[src/rtl/ddr_a2m_pkg.sv]
// Shared encodings for the AXI-to-MBA burst address sequencer.
package ddr_a2m_pkg;

  typedef enum logic [1:0] {
    BURST_FIXED = 2'b00,
    BURST_INCR  = 2'b01,
    BURST_WRAP  = 2'b10,
    BURST_RSVD  = 2'b11
  } burst_t;

  typedef enum logic [2:0] {
    SZ1   = 3'd0,
    SZ2   = 3'd1,
    SZ4   = 3'd2,
    SZ8   = 3'd3,
    SZ16  = 3'd4,
    SZ32  = 3'd5,
    SZ64  = 3'd6,
    SZ128 = 3'd7
  } size_t;

  localparam logic [0:0] ST_IDLE  = 1'b0;
  localparam logic [0:0] ST_BURST = 1'b1;

  localparam int PAGE_SIZE = 4096;

  // Only LEN values 1/3/7/15 ever reach this, so a priority pick is exact.
  function automatic logic [3:0] wrap_log2(input logic [7:0] len);
    if (len[3])      return 4'd4;
    else if (len[2]) return 4'd3;
    else if (len[1]) return 4'd2;
    else if (len[0]) return 4'd1;
    else             return 4'd0;
  endfunction

endpackage

[src/rtl/ddr_a2m_beat_addr_calc.sv]
// Combinational next-beat address for FIXED, INCR and WRAP bursts.
module ddr_a2m_beat_addr_calc
  import ddr_a2m_pkg::*;
#(
  parameter int P_AW = 32
) (
  input  logic [P_AW-1:0] addr,
  input  logic [2:0]      size,
  input  logic [7:0]      len,
  input  logic [1:0]      burst,
  output logic [P_AW-1:0] next_addr
);

  logic [P_AW-1:0] sz;
  logic [P_AW-1:0] aligned;
  logic [P_AW-1:0] wrap_w;
  logic [7:0]      wrap_bits;

  // Wrap bits cover the burst's byte span; everything above bit 7 is held.
  always_comb begin
    sz        = P_AW'(1) << size;
    aligned   = addr & ({P_AW{1'b1}} << size);
    wrap_bits = ~(8'hFF << ({1'b0, size} + wrap_log2(len)));
    wrap_w    = P_AW'(wrap_bits);
    case (burst)
      BURST_INCR: next_addr = aligned + sz;
      BURST_WRAP: next_addr = (addr & ~wrap_w) | ((addr + sz) & wrap_w);
      default:    next_addr = addr;
    endcase
  end

endmodule

[src/rtl/ddr_a2m_burst_seq.sv]
// Burst address sequencer: one AXI command in, one MBA beat address per handshake out.
// Optional DDR_A2M_BSEQ_UNALIGN_EN: INCR/FIXED beat 0 keeps the raw unaligned start address.
module ddr_a2m_burst_seq
  import ddr_a2m_pkg::*;
#(
  parameter int P_AW    = 32,
  parameter int P_IDW   = 4,
  parameter int P_MAXSZ = 4
) (
  input  logic             clk,
  input  logic             rst,
  input  logic             s_valid,
  output logic             s_ready,
  input  logic [P_AW-1:0]  s_addr,
  input  logic [7:0]       s_len,
  input  logic [2:0]       s_size,
  input  logic [1:0]       s_burst,
  input  logic [P_IDW-1:0] s_id,
  output logic             b_valid,
  input  logic             b_ready,
  output logic [P_AW-1:0]  b_addr,
  output logic             b_last,
  output logic [7:0]       b_beat,
  output logic [P_IDW-1:0] b_id,
  output logic             b_err
);

  logic [0:0]      state;
  logic [2:0]      cur_size;
  logic [7:0]      cur_len;
  logic [1:0]      cur_burst;
  logic [P_AW-1:0] next_addr;
  logic [P_AW-1:0] start_addr;
  logic [P_AW-1:0] s_aligned;
  logic [16:0]     page_end;
  logic [1:0]      eff_burst;
  logic            size_bad, burst_rsvd, wrap_len_ok, wrap_unal, page_cross;
  logic            cmd_err, accept, beat_fire;

  assign beat_fire = b_valid & b_ready;
  assign s_ready   = (state == ST_IDLE) | (beat_fire & b_last);
  assign accept    = s_valid & s_ready;

  // Illegal commands are demoted to a safe burst type so all LEN+1 beats still drain.
  always_comb begin
    s_aligned   = s_addr & ({P_AW{1'b1}} << s_size);
    size_bad    = s_size > 3'(P_MAXSZ);
    burst_rsvd  = s_burst == BURST_RSVD;
    wrap_len_ok = (s_len == 8'd1) || (s_len == 8'd3) || (s_len == 8'd7) || (s_len == 8'd15);
    wrap_unal   = s_aligned != s_addr;
    page_end    = 17'(s_addr[11:0]) + ((17'(s_len) + 17'd1) << s_size);
    page_cross  = page_end > 17'(PAGE_SIZE);
    eff_burst   = s_burst;
    cmd_err     = 1'b0;
    if (size_bad || burst_rsvd) begin
      eff_burst = BURST_FIXED;
      cmd_err   = 1'b1;
    end else if ((s_burst == BURST_WRAP) && (!wrap_len_ok || wrap_unal)) begin
      eff_burst = BURST_INCR;
      cmd_err   = 1'b1;
    end else if ((s_burst == BURST_INCR) && page_cross) begin
      cmd_err   = 1'b1;
    end
`ifdef DDR_A2M_BSEQ_UNALIGN_EN
    start_addr = s_addr;
`else
    start_addr = (eff_burst == BURST_WRAP) ? s_addr : s_aligned;
`endif
  end

  ddr_a2m_beat_addr_calc #(
    .P_AW(P_AW)
  ) u_addr_calc (
    .addr     (b_addr),
    .size     (cur_size),
    .len      (cur_len),
    .burst    (cur_burst),
    .next_addr(next_addr)
  );

  // A new command wins over retiring the last beat, giving zero-bubble bursts.
  always_ff @(posedge clk or posedge rst) begin
    if (rst) begin
      state     <= ST_IDLE;
      b_valid   <= 1'b0;
      b_addr    <= '0;
      b_last    <= 1'b0;
      b_beat    <= 8'd0;
      b_id      <= '0;
      b_err     <= 1'b0;
      cur_size  <= 3'd0;
      cur_len   <= 8'd0;
      cur_burst <= BURST_FIXED;
    end else if (accept) begin
      state     <= ST_BURST;
      b_valid   <= 1'b1;
      b_addr    <= start_addr;
      b_last    <= (s_len == 8'd0);
      b_beat    <= 8'd0;
      b_id      <= s_id;
      b_err     <= cmd_err;
      cur_size  <= s_size;
      cur_len   <= s_len;
      cur_burst <= eff_burst;
    end else if (beat_fire) begin
      if (b_last) begin
        state   <= ST_IDLE;
        b_valid <= 1'b0;
      end else begin
        b_beat  <= b_beat + 8'd1;
        b_addr  <= next_addr;
        b_last  <= ((b_beat + 8'd1) == cur_len);
      end
    end
  end

endmodule

[config.mk]
export PLATFORM = sky130hd
export DESIGN_NAME = ddr_a2m_burst_seq
export DESIGN_NICKNAME = d
export VERILOG_FILES = /design/src/rtl/ddr_a2m_pkg.sv /design/src/rtl/ddr_a2m_beat_addr_calc.sv /design/src/rtl/ddr_a2m_burst_seq.sv
export SDC_FILE = /design/constraint.sdc
export NUM_CORES = 1
export LEC_CHECK = 0
export ABC_AREA = 1
export BUFFER_PORTS_ARGS = -buffer_cell sky130_fd_sc_hd__buf_2
export CORE_UTILIZATION = 50
export CTS_BUF_LIST = sky130_fd_sc_hd__clkbuf_8
export DETAILED_ROUTE_END_ITERATION = 8
export PLACE_DENSITY = 0.75
export SKIP_CTS_REPAIR_TIMING = 1
export SYNTH_ARGS = -nofsm -noshare
export SYNTH_HDL_FRONTEND = slang
export SYNTH_SLANG_ARGS = --single-unit
[constraint.sdc]
create_clock -name clk -period 5.6 [get_ports clk]
set_input_delay 0.56 -clock clk [delete_from_list [all_inputs] [get_ports clk]]
set_output_delay 0.56 -clock clk [all_outputs]
set_load 0.005 [all_outputs]
======== Yosys cells after proc, flatten, opt, wreduce, memory -nomap -nowiden ========
Index checks and enable logic that the tools add are counted.
word-level totals
  register bits after elaboration ......... 60
  bits of input ports ..................... 53
  logic and storage cells ................. 85
  output and inout port bits .............. 48
operators by class
  shift operators ......................... 5
  reductions and logical operators ........ 15
  equality and inequality tests ........... 13
  magnitude comparators ................... 2
  $add $sub $neg .......................... 6
  bitwise gates (word level) .............. 12
  muxes and demuxes ....................... 23
operators with widths
  operator                                               number
  two-way mux 32 bit                                     4
  bitwise AND 32 bit                                     3
  adder 32 bit                                           2
  one-hot mux 32 bit (2 select lines)                    1
  left shift 32 x 3 -> 32 bit (first input constant)     2
  bitwise AND 32 x 8 -> 32 bit                           1
  != test 32 bit                                         1
  inverter 8 -> 32 bit                                   1
  OR 32 bit                                              1
  left shift 1 x 3 -> 32 bit (first input constant)      1
  two-way mux 8 bit                                      3
  adder 12 x 17 -> 17 bit                                1
  > comparator 17 x 13 -> 1 bit (second input constant)  1
  left shift 9 x 3 -> 17 bit                             1
  two-way mux 4 bit                                      3
  two-way mux 1 bit                                      10
  adder 8 x 1 -> 9 bit (second input constant)           1
  adder 8 x 1 -> 8 bit (second input constant)           1
  == test 2 bit (second input constant)                  4
  == test 8 x 1 -> 1 bit (second input constant)         1
  == test 8 x 2 -> 1 bit (second input constant)         1
  == test 8 x 3 -> 1 bit (second input constant)         1
  == test 8 x 4 -> 1 bit (second input constant)         1
  == test 8 bit                                          1
  other kinds (18)                                       29

======== Longest topological paths before layout ========
  depth after elaboration ................. 14
  depth in mapped cells ................... 26
  mapped depth without buffers ............ 26

======== Modules after synthesis ========
A second synthesis with hierarchy kept.
unflattened totals
  cells, all modules ...................... 1078
  area total of the unflattened synthesis .. 6558.8 sq um
modules (own cells, without submodules)
  module                  times used  seq. area each (sq um)  area each (sq um)  cells each
  ddr_a2m_burst_seq       1           1501.4                  4166.5             606
  ddr_a2m_beat_addr_calc  1           0.0                     2392.3             472

======== Worst setup path before layout ========
OpenSTA, ideal clock, no wires.
  kind .................................... input -> register
  start point ............................. input s_len[0]
  end point ............................... register b_err
  library setup time ...................... 121 ps
  arrival time ............................ 2899 ps
  data required time ...................... 5479 ps
  path buffers ............................ 0
  cell stages on the path ................. 21
  setup slack ............................. 2580 ps
  path through ............................ ha_1 nand2_2 nor2_1 xor2_1 o21ai_0 mux2i_1 o22ai_1 ha_1 a21oi_1 nor2_1 nor2_1 nand2_1 nand2_1 nand2_1 nand2_1 nand2_1 xnor2_1 a21oi_1 nand2_1 nand2_1 a21oi_1
between the ends
  cells in the longest elaborated chain, start to end .. 9
  elaborated cells between the ends (all ways) .. 18
  classes of those cells .................. add/sub: 2; order compare: 1; eq/ne: 4; shift: 1; mux: 3; reduce/logical: 7
RTL lines
  what                                                             RTL line                  text
  from (decl)                                                      ddr_a2m_burst_seq.sv:15   input logic [7:0] s_len,
  branches (longest 7 deep; another with adder 12 x 17 -> 17 bit)  --
  two-way mux 1 bit (*)                                            ddr_a2m_burst_seq.sv:58   end else if ((s_burst == BURST_WRAP) && (!wrap_len_ok || wrap_unal)) begin
  two-way mux 1 bit (*)                                            ddr_a2m_burst_seq.sv:55   if (size_bad || burst_rsvd) begin
  to (signal assigned)                                             ddr_a2m_burst_seq.sv:101  b_err <= cmd_err;
  to (decl)                                                        ddr_a2m_burst_seq.sv:25   output logic b_err
Mark *: on every way between the ends.
A chain may end at the register's enable or synchronous reset.

======== Worst setup path in the final report ========
  start point ............................. register cur_size[1]
  end point ............................... register b_addr[22]
between the ends
  cells in the longest elaborated chain, start to end .. 8
  elaborated cells between the ends (all ways) .. 11
  classes of those cells .................. add/sub: 2; shift: 2; mux: 4; bitwise: 3
RTL lines
  what                                                  RTL line                      text
  from (decl)                                           ddr_a2m_burst_seq.sv:29       logic [2:0] cur_size;
  from (signal assigned)                                ddr_a2m_burst_seq.sv:102      cur_size <= s_size;
  branches (longest 4 deep; another with adder 32 bit)  --
  one-hot mux 32 bit (2 select lines) (*)               ddr_a2m_beat_addr_calc.sv:25  case (burst)
  two-way mux 32 bit (*)                                ddr_a2m_burst_seq.sv:106      if (b_last) begin
  two-way mux 32 bit (*)                                ddr_a2m_burst_seq.sv:105      end else if (beat_fire) begin
  two-way mux 32 bit (*)                                ddr_a2m_burst_seq.sv:94       end else if (accept) begin
  to (signal assigned)                                  ddr_a2m_burst_seq.sv:97       b_addr <= start_addr;
  to (signal assigned)                                  ddr_a2m_burst_seq.sv:111      b_addr <= next_addr;
  to (decl)                                             ddr_a2m_burst_seq.sv:21       output logic [P_AW-1:0] b_addr,
Mark *: on every way between the ends. The select of a mux whose other input is x is not followed.

==> impl_metrics.env <==
export IMPL_status="finished with violations"
export IMPL_violations="DRC"
export IMPL_final_setup_tns_ns=0
export IMPL_cts_root_buffer="clkbuf_8"
export IMPL_via_per_inst=5.51
export IMPL_synth_cells=875
export IMPL_dr_first_iter_drc_count=434
export IMPL_r2r_slack_ns=2.26
export IMPL_synth_xor_area_frac=0.0232
export IMPL_grt_max_degree=61
export IMPL_crit_buf_inv=2
export IMPL_placeableCoreArea_mm2=0.0109
export IMPL_path_max_fanout=8
export IMPL_clkTransAtPathRegs_ns=0.07
export IMPL_whs_ns=0.416
export IMPL_rsz0062_at_grt="false"
export IMPL_ys_warn_count=0
export IMPL_tritoncts="yes"
export IMPL_worst_path_most_repeated_cell="nand2_1"
export IMPL_drc=3
export IMPL_finalCritPeriodShare=0.596
export IMPL_post_route_util=0.593
export IMPL_synth_edf_count=0
export IMPL_cap_violations=0
export IMPL_routed_wl_um=15900
export IMPL_mappedNetlistNets=967
export IMPL_vias=6136
export IMPL_start_util=0.518
export IMPL_diodes=0
export IMPL_r2r_start="cur_size[1]"
export IMPL_antenna_found_initial=0
export IMPL_cp_cell_sequence="inv_1 -> nand2_1 -> nor2_1 -> ha_1 -> inv_1 -> fa_1 -> nor2_2 -> nand2_1 -> nand2_1 -> nand2_1 -> nand2_1 -> a21oi_2 -> o21ai_4 -> nand2_4 -> nor3_4 -> nand3_1 -> nor2_1 -> o211ai_1"
export IMPL_gr_usage_met1=0.406
export IMPL_crit_family="simple AND/OR/NAND/NOR gates"
export IMPL_gr_usage_met3=0.0344
export IMPL_worstPathArrival_ns=3.55
export IMPL_grt_ovfl_total=0
export IMPL_p_per_area_mw_per_mm2=466
export IMPL_min_path_cells=3
export IMPL_dpl_cell_count=1097
export IMPL_track_usage=0.285
export IMPL_cts_buffer_depth=2
export IMPL_wl_per_cell_um=14.2
export IMPL_synth_avg_cell_area_um2=6.48
export IMPL_slew_viol_final=0
export IMPL_r2r_end="b_addr[22]"
export IMPL_hold_class="in2reg"
export IMPL_drtAntennaViolNets=0
export IMPL_setup_violations=0
export IMPL_final_cells=1113
export IMPL_hold_start="s_id[0]"
export IMPL_yosys_area_share_simple=0.353
export IMPL_skew_ns=0.0190
export IMPL_total_power_mw=3.02
export IMPL_fmax_mhz=300
export IMPL_hold_violations=0
export IMPL_htreeDepth=3
export IMPL_die_area_mm2=0.0118
export IMPL_rows=38
export IMPL_required_ns=5.81
export IMPL_grt_pass1_vias=5703
export IMPL_ys_ff_latch=60
export IMPL_place_area_mm2=0.00627
export IMPL_worstMarginPinSlew_ns=0.894
export IMPL_whs_endpoint="b_id[0]"
export IMPL_p_leak_nw=3.28
export IMPL_ys_seq_area_frac=0.265
export IMPL_worst_r2r_cell_count=18
export IMPL_ir_worst_vdd_v=0.000280
export IMPL_numClockSinks=60
export IMPL_io_pin_count=101
export IMPL_cts_buffers=9
export IMPL_worst_setup_path_start_kind="register"
export IMPL_dp_hpwl_um=12200
export IMPL_place_gp_congestion=0.954
export IMPL_min_period_ns=3.34
export IMPL_die_w_um=108
export IMPL_die_h_um=108
export IMPL_synth_compound_area_share=0.175
export IMPL_worst_slack_ns=2.26
export IMPL_synthAdderAreaFrac=0.0914
export IMPL_critPathKind="reg2reg"
export IMPL_relSlewSlack=0.402
export IMPL_crit_path_end_kind="register"
export IMPL_use_met2=0.452
export IMPL_port_buffers=100
export IMPL_top_usage_layer="met2"
export IMPL_place_ws_ns=2.08
export IMPL_synth_top_family_by_area="simple AND/OR/NAND/NOR gates"
export IMPL_slowest_delay_ns=0.49
export IMPL_fillers=1124
export IMPL_post_route_cells_drive_above_1_share=0.158
export IMPL_area_growth_syn_to_layout_pct=14.5
export IMPL_synth_main_ff_cell="dfrtp_1"
export IMPL_synthDistinctLibCells=49
export IMPL_synth_mux_area_frac=0.00530
export IMPL_clk_latency_ns=0.34
export IMPL_grt_first_pass_wirelength_um=26500
export IMPL_final_area_mm2=0.00649
export IMPL_netlist_area_mm2=0.00567
export IMPL_slowest_stage="dfrtp_1"
export IMPL_async_flop_share=1.00
export IMPL_fin_nets=1060
export IMPL_dr_pass1_iters=9
==> cell type report <==
class	instances	area, um2	share of cell area
multi-input combinational	687	3670	0.566
sequential	60	1500	0.231
timing repair buffer	101	508	0.0783
inverter	109	414	0.0639
tap	140	175	0.0270
clock buffer	10	138	0.0212
clock inverter	6	80.1	0.0123
==> cells by family after synthesis <==
kind of cell | after synthesis
simple gates | 465
compound gates | 165
buf+inv | 128
flops | 60
fa+ha+maj | 39
xor+xnor | 15
mux | 3
==> how the worst max path moves through the flow <==
stage	from	to	cells past startpoint
floorplan	s_len[0]	b_err	21
global placement	s_len[0]	b_err	22
detailed placement	s_len[0]	b_err	21
CTS	cur_size[1]	b_addr[22]	18
global route	s_len[0]	b_err	24
finish	cur_size[1]	b_addr[22]	18
==> synth_stat cells, types with 3 or more instances <==
cell type / count / area [um2]
a21oi_1: 45 / 225
a31oi_1: 4 / 25.0
clkbuf_1: 15 / 56.3
dfrtp_1: 60 / 1500
fa_1: 4 / 80.1
ha_1: 35 / 438
inv_1: 102 / 383
inv_2: 6 / 22.5
mux2i_1: 3 / 30.0
nand2_1: 243 / 912
nand2_2: 7 / 43.8
nand3_1: 64 / 320
nand3b_1: 3 / 22.5
nand4_1: 17 / 106
nor2_1: 95 / 357
nor2_2: 5 / 31.3
nor3_1: 14 / 70.1
nor4_1: 6 / 37.5
o211ai_1: 15 / 113
o21ai_0: 63 / 315
o21ai_1: 3 / 15.0
o21ai_2: 6 / 52.6
o221ai_1: 3 / 26.3
o22ai_1: 8 / 50.1
o311ai_0: 3 / 26.3
o31ai_1: 3 / 22.5
or2_2: 3 / 18.8
xnor2_1: 6 / 52.6
xor2_1: 9 / 78.8
==> placed cells by master, fill, tap and decap left out, types with 3 or more instances in the layout <==
| master | netlist | routed |
|---|---|---|
| a21oi_1 | 45 | 45 |
| a31oi_1 | 4 | 4 |
| buf_2 | 2 | 100 |
| clkbuf_8 | 0 | 10 |
| dfrtp_1 | 60 | 60 |
| fa_1 | 4 | 4 |
| ha_1 | 35 | 35 |
| inv_1 | 102 | 103 |
| inv_2 | 6 | 7 |
| mux2i_1 | 3 | 3 |
| nand2_1 | 243 | 243 |
| nand2_2 | 7 | 7 |
| nand3_1 | 64 | 64 |
| nand3b_1 | 3 | 3 |
| nand4_1 | 17 | 17 |
| nor2_1 | 95 | 95 |
| nor2_2 | 5 | 5 |
| nor3_1 | 14 | 14 |
| nor4_1 | 6 | 6 |
| o211ai_1 | 15 | 15 |
| o21ai_0 | 63 | 63 |
| o21ai_1 | 3 | 3 |
| o21ai_2 | 6 | 6 |
| o221ai_1 | 3 | 3 |
| o22ai_1 | 8 | 8 |
| o311ai_0 | 3 | 3 |
| o31ai_1 | 3 | 3 |
| or2_2 | 3 | 3 |
| xnor2_1 | 6 | 6 |
| xor2_1 | 9 | 9 |
==> worst reg2reg max path, stage by stage, from the launching register on <==
cell	delay, ns
dfrtp_1	0.49
inv_1	0.12
nand2_1	0.10
nor2_1	0.18
ha_1	0.23
inv_1	0.09
fa_1	0.41
nor2_2	0.15
nand2_1	0.06
nand2_1	0.08
nand2_1	0.07
nand2_1	0.08
a21oi_2	0.09
o21ai_4	0.24
nand2_4	0.12
nor3_4	0.30
nand3_1	0.17
nor2_1	0.14
o211ai_1	0.10
==> routing by layer <==
metal / up-vias / wire, um
met5: - / 0
met1: 2803 / 7540
met4: 0 / 253
met2: 199 / 7090
li1: 3112 / -
met3: 22 / 964
==> power by group <==
group	total (mW)	internal, mW	switching, mW
registers	0.869	0.628	0.241
logic	1.71	0.646	1.07
clock network	0.439	0.259	0.180
No activity file was read; power rests on OpenSTA's default activity.
